`src/rtl/fv_ldst_agu_if.sv`:
```
// Bundle of the decode-side request, DMEM request, issue trace and drop-report
// signals of the load/store address-generation stage.
interface fv_ldst_agu_if #(
  parameter int ADDR_WIDTH = 16,
  parameter int IMM_WIDTH  = 12
);
  logic                  in_valid;
  logic                  in_ready;
  logic                  in_is_store;
  logic [1:0]            in_size;
  logic [31:0]           in_base;
  logic [IMM_WIDTH-1:0]  in_imm;
  logic [31:0]           in_wdata;
  logic                  mem_req_valid;
  logic                  mem_req_ready;
  logic                  mem_req_we;
  logic [ADDR_WIDTH-1:0] mem_req_addr;
  logic [3:0]            mem_req_be;
  logic [31:0]           mem_req_wdata;
  logic                  ld_st_valid;
  logic [ADDR_WIDTH-1:0] ld_st_effaddr;
  logic [31:0]           ld_st_imm;
  logic                  err_valid;
  logic                  err_misalign;
  logic [31:0]           err_addr;

  modport master (
    output in_valid, in_is_store, in_size, in_base, in_imm, in_wdata, mem_req_ready,
    input  in_ready, mem_req_valid, mem_req_we, mem_req_addr, mem_req_be, mem_req_wdata,
    input  ld_st_valid, ld_st_effaddr, ld_st_imm, err_valid, err_misalign, err_addr
  );

  modport slave (
    input  in_valid, in_is_store, in_size, in_base, in_imm, in_wdata, mem_req_ready,
    output in_ready, mem_req_valid, mem_req_we, mem_req_addr, mem_req_be, mem_req_wdata,
    output ld_st_valid, ld_st_effaddr, ld_st_imm, err_valid, err_misalign, err_addr
  );
endinterface

```
`src/rtl/fv_ldst_agu.sv`:
```
// Load/store AGU: effaddr = base + sext(imm), drops misaligned/out-of-range ops
// with a one-cycle error pulse, and queues legal ops in a 2-entry skid queue.
module fv_ldst_agu #(
  parameter int ADDR_WIDTH = 16,
  parameter int DMEM_SIZE  = 1024,
  parameter int IMM_WIDTH  = 12
) (
  input  logic          clk,
  input  logic          rst,
  fv_ldst_agu_if.slave  bus
);
  typedef enum logic [1:0] {EMPTY, ONE, TWO} state_t;

  typedef struct packed {
    logic                  we;
    logic [ADDR_WIDTH-1:0] addr;
    logic [3:0]            be;
    logic [31:0]           wdata;
    logic [31:0]           imm;
  } entry_t;

  localparam logic [31:0] DMEM_LIMIT = 32'(DMEM_SIZE);

  state_t      state_reg;
  entry_t      head_reg, tail_reg, new_entry;
  logic        err_valid_reg, err_misalign_reg;
  logic [31:0] err_addr_reg;

  logic [31:0] imm_sext, sum, lane_wdata;
  logic [3:0]  be_next;
  logic        is_half, is_word, misalign, out_of_range;
  logic        accept, drop, legal, issue;

  assign imm_sext     = {{(32-IMM_WIDTH){bus.in_imm[IMM_WIDTH-1]}}, bus.in_imm};
  assign sum          = bus.in_base + imm_sext;
  assign is_half      = (bus.in_size == 2'd1);
  assign is_word      = bus.in_size[1];
  assign misalign     = (is_half & sum[0]) | (is_word & (|sum[1:0]));
  // Full 32-bit compare so any set bit above the DMEM window counts as out of range.
  assign out_of_range = (sum >= DMEM_LIMIT);
  assign accept       = bus.in_valid & bus.in_ready;
  assign drop         = accept & (misalign | out_of_range);
  assign legal        = accept & ~misalign & ~out_of_range;
  assign issue        = (state_reg != EMPTY) & bus.mem_req_ready;

  always_comb begin
    be_next = 4'b1111;
    if (is_half)
      be_next = 4'b0011 << {sum[1], 1'b0};
    else if (!is_word)
      be_next = 4'b0001 << sum[1:0];
  end

  // Store data replicated so each enabled byte lane carries the right byte.
  for (genvar gi = 0; gi < 4; gi++) begin : g_lane
    assign lane_wdata[8*gi +: 8] = is_word ? bus.in_wdata[8*gi +: 8] :
                                   is_half ? bus.in_wdata[8*(gi%2) +: 8] :
                                             bus.in_wdata[7:0];
  end

  always_comb begin
    new_entry       = '0;
    new_entry.we    = bus.in_is_store;
    new_entry.addr  = sum[ADDR_WIDTH-1:0];
    new_entry.be    = be_next;
    new_entry.wdata = bus.in_is_store ? lane_wdata : 32'd0;
    new_entry.imm   = imm_sext;
  end

  always_ff @(posedge clk) begin
    if (rst) begin
      state_reg        <= EMPTY;
      head_reg         <= '0;
      tail_reg         <= '0;
      err_valid_reg    <= 1'b0;
      err_misalign_reg <= 1'b0;
      err_addr_reg     <= '0;
    end else begin
      err_valid_reg    <= drop;
      err_misalign_reg <= drop & misalign;
      if (drop)
        err_addr_reg <= sum;
      case (state_reg)
        EMPTY: begin
          if (legal) begin
            head_reg  <= new_entry;
            state_reg <= ONE;
          end
        end
        ONE: begin
          if (legal && !issue) begin
            tail_reg  <= new_entry;
            state_reg <= TWO;
          end else if (legal && issue) begin
            head_reg  <= new_entry;
          end else if (issue) begin
            state_reg <= EMPTY;
          end
        end
        TWO: begin
          if (issue) begin
            head_reg  <= tail_reg;
            state_reg <= ONE;
          end
        end
        default: state_reg <= EMPTY;
      endcase
    end
  end

  assign bus.in_ready      = (state_reg != TWO);
  assign bus.mem_req_valid = (state_reg != EMPTY);
  assign bus.mem_req_we    = head_reg.we;
  assign bus.mem_req_addr  = head_reg.addr;
  assign bus.mem_req_be    = head_reg.be;
  assign bus.mem_req_wdata = head_reg.wdata;
  assign bus.ld_st_valid   = bus.mem_req_valid & bus.mem_req_ready;
  assign bus.ld_st_effaddr = head_reg.addr;
  assign bus.ld_st_imm     = head_reg.imm;
  assign bus.err_valid     = err_valid_reg;
  assign bus.err_misalign  = err_misalign_reg;
  assign bus.err_addr      = err_addr_reg;
endmodule
```
`src/flat_wrapper.sv`:
```
// flat-port wrapper written by rule: the top's interface ports become plain ports
module fv_ldst_agu_flat 
#(
  parameter int ADDR_WIDTH = 16,
  parameter int DMEM_SIZE  = 1024,
  parameter int IMM_WIDTH  = 12
)
  (clk, rst, bus_in_valid, bus_in_is_store, bus_in_size, bus_in_base, bus_in_imm, bus_in_wdata, bus_mem_req_ready, bus_in_ready, bus_mem_req_valid, bus_mem_req_we, bus_mem_req_addr, bus_mem_req_be, bus_mem_req_wdata, bus_ld_st_valid, bus_ld_st_effaddr, bus_ld_st_imm, bus_err_valid, bus_err_misalign, bus_err_addr);
  fv_ldst_agu_if #(.ADDR_WIDTH(ADDR_WIDTH), .IMM_WIDTH(IMM_WIDTH)) bus_i ();
  input  logic clk;
  input  logic rst;
  input wire logic [$bits(bus_i.in_valid)-1:0] bus_in_valid;
  input wire logic [$bits(bus_i.in_is_store)-1:0] bus_in_is_store;
  input wire logic [$bits(bus_i.in_size)-1:0] bus_in_size;
  input wire logic [$bits(bus_i.in_base)-1:0] bus_in_base;
  input wire logic [$bits(bus_i.in_imm)-1:0] bus_in_imm;
  input wire logic [$bits(bus_i.in_wdata)-1:0] bus_in_wdata;
  input wire logic [$bits(bus_i.mem_req_ready)-1:0] bus_mem_req_ready;
  output wire logic [$bits(bus_i.in_ready)-1:0] bus_in_ready;
  output wire logic [$bits(bus_i.mem_req_valid)-1:0] bus_mem_req_valid;
  output wire logic [$bits(bus_i.mem_req_we)-1:0] bus_mem_req_we;
  output wire logic [$bits(bus_i.mem_req_addr)-1:0] bus_mem_req_addr;
  output wire logic [$bits(bus_i.mem_req_be)-1:0] bus_mem_req_be;
  output wire logic [$bits(bus_i.mem_req_wdata)-1:0] bus_mem_req_wdata;
  output wire logic [$bits(bus_i.ld_st_valid)-1:0] bus_ld_st_valid;
  output wire logic [$bits(bus_i.ld_st_effaddr)-1:0] bus_ld_st_effaddr;
  output wire logic [$bits(bus_i.ld_st_imm)-1:0] bus_ld_st_imm;
  output wire logic [$bits(bus_i.err_valid)-1:0] bus_err_valid;
  output wire logic [$bits(bus_i.err_misalign)-1:0] bus_err_misalign;
  output wire logic [$bits(bus_i.err_addr)-1:0] bus_err_addr;
  assign bus_i.in_valid = bus_in_valid;
  assign bus_i.in_is_store = bus_in_is_store;
  assign bus_i.in_size = bus_in_size;
  assign bus_i.in_base = bus_in_base;
  assign bus_i.in_imm = bus_in_imm;
  assign bus_i.in_wdata = bus_in_wdata;
  assign bus_i.mem_req_ready = bus_mem_req_ready;
  assign bus_in_ready = bus_i.in_ready;
  assign bus_mem_req_valid = bus_i.mem_req_valid;
  assign bus_mem_req_we = bus_i.mem_req_we;
  assign bus_mem_req_addr = bus_i.mem_req_addr;
  assign bus_mem_req_be = bus_i.mem_req_be;
  assign bus_mem_req_wdata = bus_i.mem_req_wdata;
  assign bus_ld_st_valid = bus_i.ld_st_valid;
  assign bus_ld_st_effaddr = bus_i.ld_st_effaddr;
  assign bus_ld_st_imm = bus_i.ld_st_imm;
  assign bus_err_valid = bus_i.err_valid;
  assign bus_err_misalign = bus_i.err_misalign;
  assign bus_err_addr = bus_i.err_addr;
  fv_ldst_agu #(.ADDR_WIDTH(ADDR_WIDTH), .DMEM_SIZE(DMEM_SIZE), .IMM_WIDTH(IMM_WIDTH)) u_core (.clk(clk), .rst(rst), .bus(bus_i));
endmodule
```
`config.mk`:
```
export PLATFORM = sky130hd
export DESIGN_NAME = fv_ldst_agu_flat
export DESIGN_NICKNAME = d
export VERILOG_FILES = /design/src/rtl/fv_ldst_agu_if.sv /design/src/rtl/fv_ldst_agu.sv /design/src/flat_wrapper.sv
export SDC_FILE = /design/constraint.sdc
export NUM_CORES = 1
export LEC_CHECK = 0
export ABC_AREA = 1
export CAP_MARGIN = 20
export CORE_MARGIN = 2
export CORE_UTILIZATION = 31
export DETAILED_ROUTE_END_ITERATION = 16
export HOLD_SLACK_MARGIN = 0.12
export SLEW_MARGIN = 20
export SYNTH_ARGS = -nofsm -noshare
export SYNTH_HDL_FRONTEND = slang
export SYNTH_SLANG_ARGS = --single-unit
```
`constraint.sdc`:
```
create_clock -name clk -period 3.5 [get_ports clk]
set_input_delay 0.7 -clock clk [delete_from_list [all_inputs] [get_ports clk]]
set_output_delay 0.7 -clock clk [all_outputs]
set_load 0.01 [all_outputs]
```
==> flow_summary.toml <==
[placed_design]
place.gp.congestion = 0.866
place_ws_ns = -0.568
hpwlAfterDp_mm = 25.0
io_buffers = 220
place_inst = 2427
place_area_sq_mm = 0.0135

[grt]
grt_pass1_wl_mm = 52.9
grt_overflow = 0
grtUsageMet3_pct = 2.82
use_met2_pct = 33.3
grt_pass1_vias = 10300
grt_start_max_net_pins = 57
grt_util_met1_pct = 23.2
grt_usage_pct = 18.7
top_usage_layer = "met2"
antenna_found_initial = 2

[cells_and_area]
fin_area_sq_mm = 0.0150
layout.cells.non_filler = 2487
area_growth_pct = 45.2
drive_above_1_share_pct = 13.5
largest_reg_flops = 65
nets = 2146
fill_cells = 3420

[setup_path]
slowest_delay_ns = 0.46
worstSetupPathType = "input port to flip-flop"
cp_data_required_time_ns = 3.86
cp_slowest_cell = "clkdlybuf4s50_1"
cp_data_arrival_time_ns = 3.75
critPathLaunchType = "input port"
crit_buf_inv = 6
crit_family = "simple AND/OR/NAND/NOR gates"
worstPathMaxFanout = 13
crit_path_end_kind = "flip-flop"

[timing]
min_period_ns = 3.39
final_hold_viol_count = 0
fin_skew_ns = 0.0127
fin_crit_sh_pct = 96.9
holdWs_ns = 0.448
slew_headroom_pct = 48.0
timing.fmax_mhz = 295
timing.final.max_slew_violations = 0
setup_slack_ns = 0.109
worst-slew-pin-transition_ns = 0.777
finalSetupViolCount = 0

[clock_network]
postCtsHoldBufs = 0
cts.sinks = 166
cts_buffers = 17
clk_latency_ns = 0.44
root_buffer = "clkbuf_16"
cts_max_path_buffers = 2
clk_pin_slew_ns = 0.07
h-tree-depth = 4
cts_tree = "built"

[routing]
wl_per_cell_um = 14.0
vias_per_cell = 4.52
drt_wl_total_mm = 34.7
drcViolationCount = 0
drtIter0Drc = 716
first_pass_iters = 5
antenna_left = 0
vias = 11200

[floorplanning]
num_io_pins = 221
coreArea_sq_mm = 0.0326
fp.dieH_um = 186
dieArea_sq_mm = 0.0348
initial_core_util_pct = 31.6
rows = 66
fp.dieW_um = 186

[job]
drv_cap = 0

[synth]
syn_area_per_cell_sq_um = 5.87
syn_nets = 1872
synth_most_common_cell = "nand2_1"
yosysSeqAreaShare_pct = 32.2
synth_top_area_cell = "dfxtp_1"
ys_warn_count = 0
synth-edff-count = 0
async_flop_share_pct = 0
syn_inst = 1757
synth_seq_cells = 166
synth_area_sq_mm = 0.0103
synthFlopType = "dfxtp_1"
ys_types = 31
netlist.area_leader.share_pct = 32.2
synth_commonest_cells = "565 x nand2_1, 338 x nor2_1, 230 x inv_1"
yosys-top-cells-area = "dfxtp_1 32%, nand2_1 21%, nor2_1 12%"

[pwr]
total_power_uw = 5130
pwr_density_cell_mw_per_mm2 = 342
p_leak_uw = 0.00746
peakVddDrop_uv = 346

[outcome]
status = "finished, final reports clean"

[worst_hold_path]
hp-class = "flip-flop to flip-flop"
-- through the flow --
step | util [%] | TNS, ns
2_1_floorplan | - | 0
3_3_place_gp | 41.5 | -62.79
3_5_place_dp | 41.5 | -71.57
4_1_cts | 43.5 | 0
5_1_grt | 45.9 | -3.00
6_report | 45.9 | 0
-- final timing paths --
| kind | endpoint | slack (ns) | cells past startpoint | start |
|---|---|---|---|---|
| min | u_core.tail_reg[80] | 0.45 | 2 | u_core.tail_reg[80] |
| max reg2reg | u_core.bus.err_addr[10] | 1.18 | 9 | u_core.state_reg[1] |
| min reg2reg | u_core.tail_reg[80] | 0.45 | 2 | u_core.tail_reg[80] |
| max | u_core.tail_reg[68] | 0.11 | 25 | bus_in_base[0] |
-- power by group --
| part | internal (uW) | leakage [uW] | total, uW | switching, uW |
|---|---|---|---|---|
| logic | 574 | 0.00584 | 1230 | 660 |
| clock network | 1070 | 0.000283 | 1950 | 874 |
| registers | 1920 | 0.00134 | 1950 | 23.6 |
-- logic make-up (layout without fill, tap and decap cells) --
| kind of cell | Yosys count | count (layout) | share of synthesized area, % |
|---|---|---|---|
| other cells | 0 | 2 | 0 |
| compound gates | 162 | 162 | 8.21 |
| buf+inv | 352 | 638 | 14.7 |
| simple gates | 1033 | 1033 | 39.9 |
| fa+ha+maj | 32 | 32 | 3.95 |
| xor+xnor | 12 | 12 | 1.02 |
| flops | 166 | 166 | 32.2 |
-- repair_timing --
action                                  in CTS  in global routing
hold endpoints to repair                     0                  0
cloned                                       0                  8
endpoints found under the setup margin      83                165
gates resized for setup                     10                 99
buffers inserted                             0                 19
pin swaps                                    2                 26
-- tightest hold or removal path, stage by stage, from the launching register on --
cell and delay (ns):
dfxtp_1 0.31, nand3_1 0.07, inv_1 0.03
-- area by class of cell --
cell class | instances | area [sq um] | area share [%]
multi-input combinational | 1239 | 5900 | 39.4
timing repair buffer | 372 | 3720 | 24.8
sequential | 166 | 3320 | 22.2
inverter | 235 | 890 | 5.94
tap | 442 | 553 | 3.69
clock buffer | 17 | 425 | 2.84
clock inverter | 14 | 165 | 1.10
antenna | 2 | 5.00 | 0.0334
-- per-layer routing --
layer	wire length [um]	up-vias
met4	789	2
met1	15100	5014
met5	13	-
met3	1680	47
met2	17100	298
li1	-	5874
-- placed cells by master (no fill, tap or decap), types with 25 or more instances in the layout --
cell type | Yosys | layout
nor2_1 | 338 | 321
dfxtp_1 | 166 | 166
nand4_1 | 27 | 27
o21ai_0 | 74 | 74
clkbuf_16 | 0 | 25
buf_4 | 38 | 122
nand2_1 | 565 | 536
clkdlybuf4s50_1 | 0 | 212
a21oi_1 | 77 | 76
inv_1 | 230 | 227
nand2_2 | 1 | 26
nand3_1 | 81 | 69
No activity file was read; power rests on OpenSTA's default activity.
